## config.mk

```make
export PLATFORM = sky130hd
export DESIGN_NAME = spi_master_slave
export DESIGN_NICKNAME = d
export VERILOG_FILES = /design/src/rtl/spi_pkg.sv /design/src/rtl/spi_clk_div.sv /design/src/rtl/spi_master_slave.sv
export SDC_FILE = /design/constraint.sdc
export NUM_CORES = 1
export LEC_CHECK = 0
export BUFFER_PORTS_ARGS = -buffer_cell sky130_fd_sc_hd__buf_2
export CAP_MARGIN = 20
export CORE_MARGIN = 1.5
export CORE_UTILIZATION = 40
export CTS_BUF_LIST = sky130_fd_sc_hd__clkbuf_4 sky130_fd_sc_hd__clkbuf_8
export DETAILED_ROUTE_END_ITERATION = 12
export GPL_ROUTABILITY_DRIVEN = 0
export PLACE_DENSITY = 0.69
export SYNTH_ARGS = -nofsm -noshare
export SYNTH_HDL_FRONTEND = slang
export SYNTH_HIERARCHICAL = 1
export SYNTH_SLANG_ARGS = --single-unit
```

## constraint.sdc

```tcl
create_clock -name clk -period 4.2 [get_ports clk]
set_clock_uncertainty 0.15 [all_clocks]
set_input_delay 0.63 -clock clk [delete_from_list [all_inputs] [get_ports clk]]
set_output_delay 0.63 -clock clk [all_outputs]
set_load 0.01 [all_outputs]
```

## src/rtl/spi_pkg.sv

```systemverilog
// spi_pkg: shared definitions for the SPI master.
//   DATA_W     - frame width (8 bits)
//   HCNT_W     - width of the half-period counter
//   state_t    - frame sequencer states
//   half_term  - maps the 2-bit divider select to the terminal count (H-1)
package spi_pkg;

   localparam int DATA_W = 8;
   localparam int HCNT_W = 4;

   typedef enum logic [2:0] {
      IDLE,
      LEAD,
      XFER,
      TRAIL,
      DONE
   } state_t;

   // Terminal counts of the half-period counter: the counter runs 0..H-1,
   // so the stored value is H-1 for H = 2 / 4 / 8 / 16 clk cycles.
   localparam logic [HCNT_W-1:0] HALF_TERM_2  = 4'd1;
   localparam logic [HCNT_W-1:0] HALF_TERM_4  = 4'd3;
   localparam logic [HCNT_W-1:0] HALF_TERM_8  = 4'd7;
   localparam logic [HCNT_W-1:0] HALF_TERM_16 = 4'd15;

   function automatic logic [HCNT_W-1:0] half_term(input logic [1:0] sel);
      logic [HCNT_W-1:0] term;
      term = HALF_TERM_2;
      case (sel)
         2'b00:   term = HALF_TERM_2;
         2'b01:   term = HALF_TERM_4;
         2'b10:   term = HALF_TERM_8;
         default: term = HALF_TERM_16;
      endcase
      return term;
   endfunction

endpackage

```

## src/rtl/spi_clk_div.sv

```systemverilog
// spi_clk_div: half-period counter for the SPI master.
//   clk, reset - system clock, synchronous active-high reset
//   run        - counter enable; held low the counter sits at zero
//   xfer       - high while SCLK is toggling; turns ticks into rise/fall
//   term       - terminal count (H-1), latched by the parent at frame start
//   tick       - one-cycle strobe at the end of every half-period
//   rise, fall - tick qualified as an SCLK rising / falling edge
module spi_clk_div
   import spi_pkg::*;
(
   input  logic              clk,
   input  logic              reset,
   input  logic              run,
   input  logic              xfer,
   input  logic [HCNT_W-1:0] term,
   output logic              tick,
   output logic              rise,
   output logic              fall
);

   logic [HCNT_W-1:0] cnt;
   // Mirrors the SCLK level: 0 means the next transfer tick is a rising edge.
   logic              phase;

   assign tick = run && (cnt == term);
   assign rise = tick && xfer && !phase;
   assign fall = tick && xfer && phase;

   always_ff @(posedge clk) begin
      if (reset || !run) begin
         cnt   <= '0;
         phase <= 1'b0;
      end else begin
         if (cnt == term) begin
            cnt <= '0;
         end else begin
            cnt <= cnt + 1'b1;
         end
         if (xfer && tick) begin
            phase <= !phase;
         end
      end
   end

endmodule

```

## src/rtl/spi_master_slave.sv

```systemverilog
// spi_master_slave: 8-bit SPI mode-1 (CPOL=0, CPHA=1) master, MSB first.
//   clk, reset       - system clock, synchronous active-high reset
//   slave_rx_start   - pulse: run one full-duplex frame (only while idle)
//   slave_tx_start   - pulse: stage input_reg_data for the next frame
//   input_reg_data   - byte to stage
//   dout_miso        - serial data from the peripheral
//   freq_control     - SCLK half-period select (2/4/8/16 clk), latched per frame
//   cs_bar, sclk,
//   din_mosi         - SPI bus outputs (all registered)
//   output_reg_data  - last received byte
//   rx_valid         - level: output_reg_data holds a completed frame
//   tx_done          - pulse: the finished frame carried a staged byte
//   debug_state      - current sequencer state
//
// Handshake: a start pulse is accepted only in IDLE and is not queued.
// rx_valid drops on the accepted start and rises together with cs_bar and
// tx_done once the frame completes; it then holds until the next accepted
// start. slave_tx_start is accepted in every state and the staged byte is
// consumed by the next frame start (a same-cycle stage wins).
module spi_master_slave
   import spi_pkg::*;
(
   input  logic              clk,
   input  logic              reset,
   input  logic              slave_rx_start,
   input  logic              slave_tx_start,
   input  logic [DATA_W-1:0] input_reg_data,
   input  logic              dout_miso,
   input  logic [1:0]        freq_control,
   output logic              cs_bar,
   output logic              sclk,
   output logic              din_mosi,
   output logic [DATA_W-1:0] output_reg_data,
   output logic              rx_valid,
   output logic              tx_done,
   output state_t            debug_state
);

   state_t            state;
   logic [DATA_W-1:0] hold_reg;
   logic              tx_pending;
   logic [DATA_W-1:0] tx_shift;
   logic [DATA_W-1:0] rx_shift;
   logic [HCNT_W-1:0] term;
   logic              frame_staged;
   logic [2:0]        bit_cnt;

   logic run;
   logic xfer;
   logic tick;
   logic rise;
   logic fall;

   assign run         = (state == LEAD) || (state == XFER) || (state == TRAIL);
   assign xfer        = (state == XFER);
   assign debug_state = state;

   spi_clk_div u_clk_div (
      .clk   (clk),
      .reset (reset),
      .run   (run),
      .xfer  (xfer),
      .term  (term),
      .tick  (tick),
      .rise  (rise),
      .fall  (fall)
   );

   always_ff @(posedge clk) begin
      if (reset) begin
         state           <= IDLE;
         cs_bar          <= 1'b1;
         sclk            <= 1'b0;
         din_mosi        <= 1'b0;
         output_reg_data <= '0;
         rx_valid        <= 1'b0;
         tx_done         <= 1'b0;
         hold_reg        <= '0;
         tx_pending      <= 1'b0;
         tx_shift        <= '0;
         rx_shift        <= '0;
         term            <= '0;
         frame_staged    <= 1'b0;
         bit_cnt         <= '0;
      end else begin
         tx_done <= 1'b0;

         if (slave_tx_start) begin
            hold_reg   <= input_reg_data;
            tx_pending <= 1'b1;
         end

         case (state)
            IDLE: begin
               if (slave_rx_start) begin
                  state    <= LEAD;
                  cs_bar   <= 1'b0;
                  rx_valid <= 1'b0;
                  term     <= half_term(freq_control);
                  bit_cnt  <= '0;
                  // A stage arriving in the start cycle bypasses the holding
                  // register so it rides this frame.
                  if (slave_tx_start) begin
                     tx_shift <= input_reg_data;
                  end else if (tx_pending) begin
                     tx_shift <= hold_reg;
                  end else begin
                     tx_shift <= '0;
                  end
                  frame_staged <= slave_tx_start || tx_pending;
                  // Overrides the staging update above: the byte is consumed.
                  tx_pending   <= 1'b0;
               end
            end

            LEAD: begin
               if (tick) begin
                  state <= XFER;
               end
            end

            XFER: begin
               if (rise) begin
                  sclk     <= 1'b1;
                  din_mosi <= tx_shift[DATA_W-1];
                  tx_shift <= {tx_shift[DATA_W-2:0], 1'b0};
               end
               if (fall) begin
                  sclk     <= 1'b0;
                  rx_shift <= {rx_shift[DATA_W-2:0], dout_miso};
                  bit_cnt  <= bit_cnt + 3'd1;
                  if (bit_cnt == 3'd7) begin
                     state <= TRAIL;
                  end
               end
            end

            TRAIL: begin
               if (tick) begin
                  state <= DONE;
               end
            end

            DONE: begin
               cs_bar          <= 1'b1;
               din_mosi        <= 1'b0;
               output_reg_data <= rx_shift;
               rx_valid        <= 1'b1;
               tx_done         <= frame_staged;
               state           <= IDLE;
            end

            default: begin
               state <= IDLE;
            end
         endcase
      end
   end

endmodule

```

==> metrics.md <==
| Metric | Value |
|---|---|
| Vias in the first global route | `roughly 1,500` |
| Tcrit/Tclk final | `66.0%` |
| Clock slew at reported path FFs | `0.09 ns` |
| Multi-input gate area in the final layout | `0.00104 mm^2` |
| Largest net degree at the start of global routing | `37` |
| Switching power total | `236 uW` |
| Filler instances | `527` |
| Synth-to-Final Area Change | `11.6%` |
| Layout cells sized above 1 | `18.7%` |
| Adder-cell area share of the yosys netlist | `1.70%` |
| Clk buf depth | `2` |
| Xor-xnor portion of the synthesized cell area | `2.78%` |
| Design Area, Final | `about 0.0025 mm^2` |
| DRC viols | `0` |
| Status | `completed` |
| RSZ-0062 raised after global routing | `false` |
| Final setup fails | `0` |
| Synth Area in Simple Gates | `between 20 and 25%` |
| CTS tree | `built` |
| Clock latency on the worst-skew pair | `around 0.31 ns` |
| Nets | `between 200 and 300` |
| Cells after Synth | `around 220` |
| Critical Path AT | `~2.8 ns` |
| Register area | `~0.0011 mm^2` |
| DR WL/cell | `roughly 13 um` |
| Total number of vias | `between 1,500 and 2,000` |
| Root Buffer | `clkbuf_8` |
| Number of instances in the placed design | `309` |
| Min Tclk post-route | `around 2.8 ns` |
| Fin Setup TNS | `0 ns` |
| Peak supply drop | `about 0.18 mV` |
| Pwr Density | `roughly 380 mW/mm^2` |
| Max-cap violations | `0` |
| Initial antenna violation count | `0` |
| First-pass GRT wire length | `slightly above 7000 um` |
| Post-synthesis mux area share | `under 10%` |
| GRT Total Usage | `14.8%` |
| Synth area leader | `dfxtp_1` |
| Clock share of power | `between 30% and 40%` |
| Synth unique cells | `42` |
| Seq pwr share | `between 50 and 60%` |
| Die area | `roughly 0.0060 mm^2` |
| Number of synthesized register bits | `between 50 and 60` |
| Ranking of synthesized cells by area | `dfxtp_1 49%, nand2_1 4.3%, a21oi_1 3.9%` |
| Crit Path Class | `reg2reg` |
| Comb pwr share | `10.7%` |
| Syn Area/Cell | `9.88 um^2` |
| Detailed Route WL | `just over 4000 um` |
| Hold Fails Final Rpt | `0` |
| Reg2reg setup slack | `around 1.4 ns` |
| Layout Cells excl Fill | `between 300 and 400` |
| Fmax | `between 300 and 400 MHz` |
| Ys Warns | `6` |
| Hold Worst Slack | `approximately 0.30 ns` |
| Largest family of logic cells by synthesized area | `simple AND/OR/NAND/NOR gates` |
| Top FF cell, synth | `dfxtp_1` |
| Compound-Gate Fraction of Synth Area | `between 10% and 20%` |
| Row cnt | `26` |
| CTS hold repair buffers | `0` |
| Antenna Cells | `0` |
| Worst Path Required | `between 4 and 5 ns` |
| Resized Gates After CTS | `0` |
| Cts bufs inserted | `5` |
| Post-Syn Area | `0.00220 mm^2` |
| Placed cell area | `between 0.002 and 0.0025 mm^2` |
| Starting Density | `42.3%` |
| Width of the die | `77.2 um` |
| CTS sink count | `between 50 and 60` |
| Total gr overflow | `0` |
| Final core occ | `between 40% and 50%` |
| H-tree depth | `2` |
| Sequential fraction of the synthesis area | `49.1%` |
| Crit Path Max Fanout | `13` |
| DRT antenna net count | `0` |
| Post-synth top area share | `about half` |
| Switching Fraction | `about a quarter` |
| Hpwl dp | `around 2800 um` |
| Hold Path Class | `reg2reg` |
| Leak | `just under 1 nW` |
| Post-synth EDFFs | `0` |
| IO Pins | `31` |
| Cell Int Power | `688 uW` |
| Post-Syn Nets | `approximately 240` |
| First-pass DRT Iterations | `4` |
| CP startpoint kind | `register` |
| Area of the core | `0.00520 mm^2` |
| Critical Path End Type | `register` |
| Async set-reset flop share out of synthesis | `0%` |
| Die H | `77.2 um` |
| Vias per cell | `approximately 5.2` |
| Max Transition Viols Final | `0` |
| Slew HR | `between 50% and 60%` |
| Port Buffers | `30` |
| Slew @ Worst Pin | `approximately 0.71 ns` |
| Postcts setup bufs | `0` |
| Drt first-iter violations | `143` |
==> kinds of logic (layout without fill, tap and decap cells) <==
group	after synthesis	after routing
xor gates and xnor gates	7	7
adders and majority gates	3	3
AOI/OAI and AO/OA	50	50
DFF	54	54
muxes	8	8
and+or+nand+nor	83	83
buffers and inverters	18	41
==> Yosys cell counts, types with 2 or more instances <==
library cell and count:
dfxtp_1 54, nand2_1 25, nor2_1 19, a21oi_1 17
nand2b_1 9, a22o_1 8, buf_2 8, mux2i_1 8
a221o_1 7, a32o_1 7, nand3_1 6, nor3_1 5
xor2_1 5, and3_1 4, clkbuf_1 4, ha_1 3
inv_1 3, a2111oi_0 2, and2_1 2, buf_4 2
nand3b_1 2, nor4_4 2, xnor2_1 2
==> placed cells by master, fill, tap and decap left out, types with 2 or more instances in the layout <==
cell	n
nor2_1	19
nor4_4	2
a221o_1	7
nand2b_1	9
nor3_1	5
clkinvlp_4	2
and2_1	2
a21oi_1	17
mux2i_1	8
a2111oi_0	2
nand3b_1	2
inv_1	3
a32o_1	7
nand3_1	6
and3_1	4
nand2_1	25
xnor2_1	2
a22o_1	8
dfxtp_1	54
clkbuf_8	5
xor2_1	5
buf_2	30
ha_1	3
==> worst max-delay path: stages, from the launching register on <==
cell and delay (ns):
dfxtp_1 0.55, nor3b_2 0.54, buf_4 0.29, nand3_1 0.09
nor2_1 0.22, mux2i_1 0.21, o31a_1 0.38, a32o_1 0.23
==> routing by layer <==
metal,share of wire [%],up-vias,global-route usage (%)
met3,4.7,7,3.69
li1,-,844,-
met5,0,-,0
met2,45,31,24.1
met1,48,769,18.5
met4,1.8,0,6.55
==> stage by stage <==
step | setup WS (ns) | power, mW
2_1_floorplan | 1.87 | 0.632
3_3_place_gp | 1.65 | 0.655
3_5_place_dp | 1.45 | 0.658
4_1_cts | 1.44 | 0.934
5_1_grt | 1.22 | 0.966
6_report | 1.43 | 0.924
==> cell type report <==
| class | instances | area share (%) |
|---|---|---|
| Multi-Input combinational cell | 151 | 42.2 |
| Sequential cell | 54 | 44.0 |
| Timing Repair Buffer | 31 | 6.41 |
| Clock inverter | 2 | 0.611 |
| Tap cell | 70 | 3.56 |
| Clock buffer | 5 | 2.80 |
| Inverter | 3 | 0.458 |
==> path summary, 6_finish.rpt <==
kind / startpoint / to / depth (start not counted)
max reg2reg: debug_state[1] / tx_shift[2] / 7
min: cs_bar / cs_bar / 2
min reg2reg: cs_bar / cs_bar / 2
max: debug_state[1] / tx_shift[2] / 7
==> power by group through the flow <==
stage                     clock, mW  sequential, mW  combinational (mW)
after floorplan                   0           0.552              0.0803
after global placement            0           0.557              0.0985
after detailed placement          0           0.557               0.100
after CTS                     0.289           0.546              0.0999
after global routing          0.306           0.548               0.111
final                         0.279           0.546              0.0992
No activity file was read; power rests on OpenSTA's default activity.
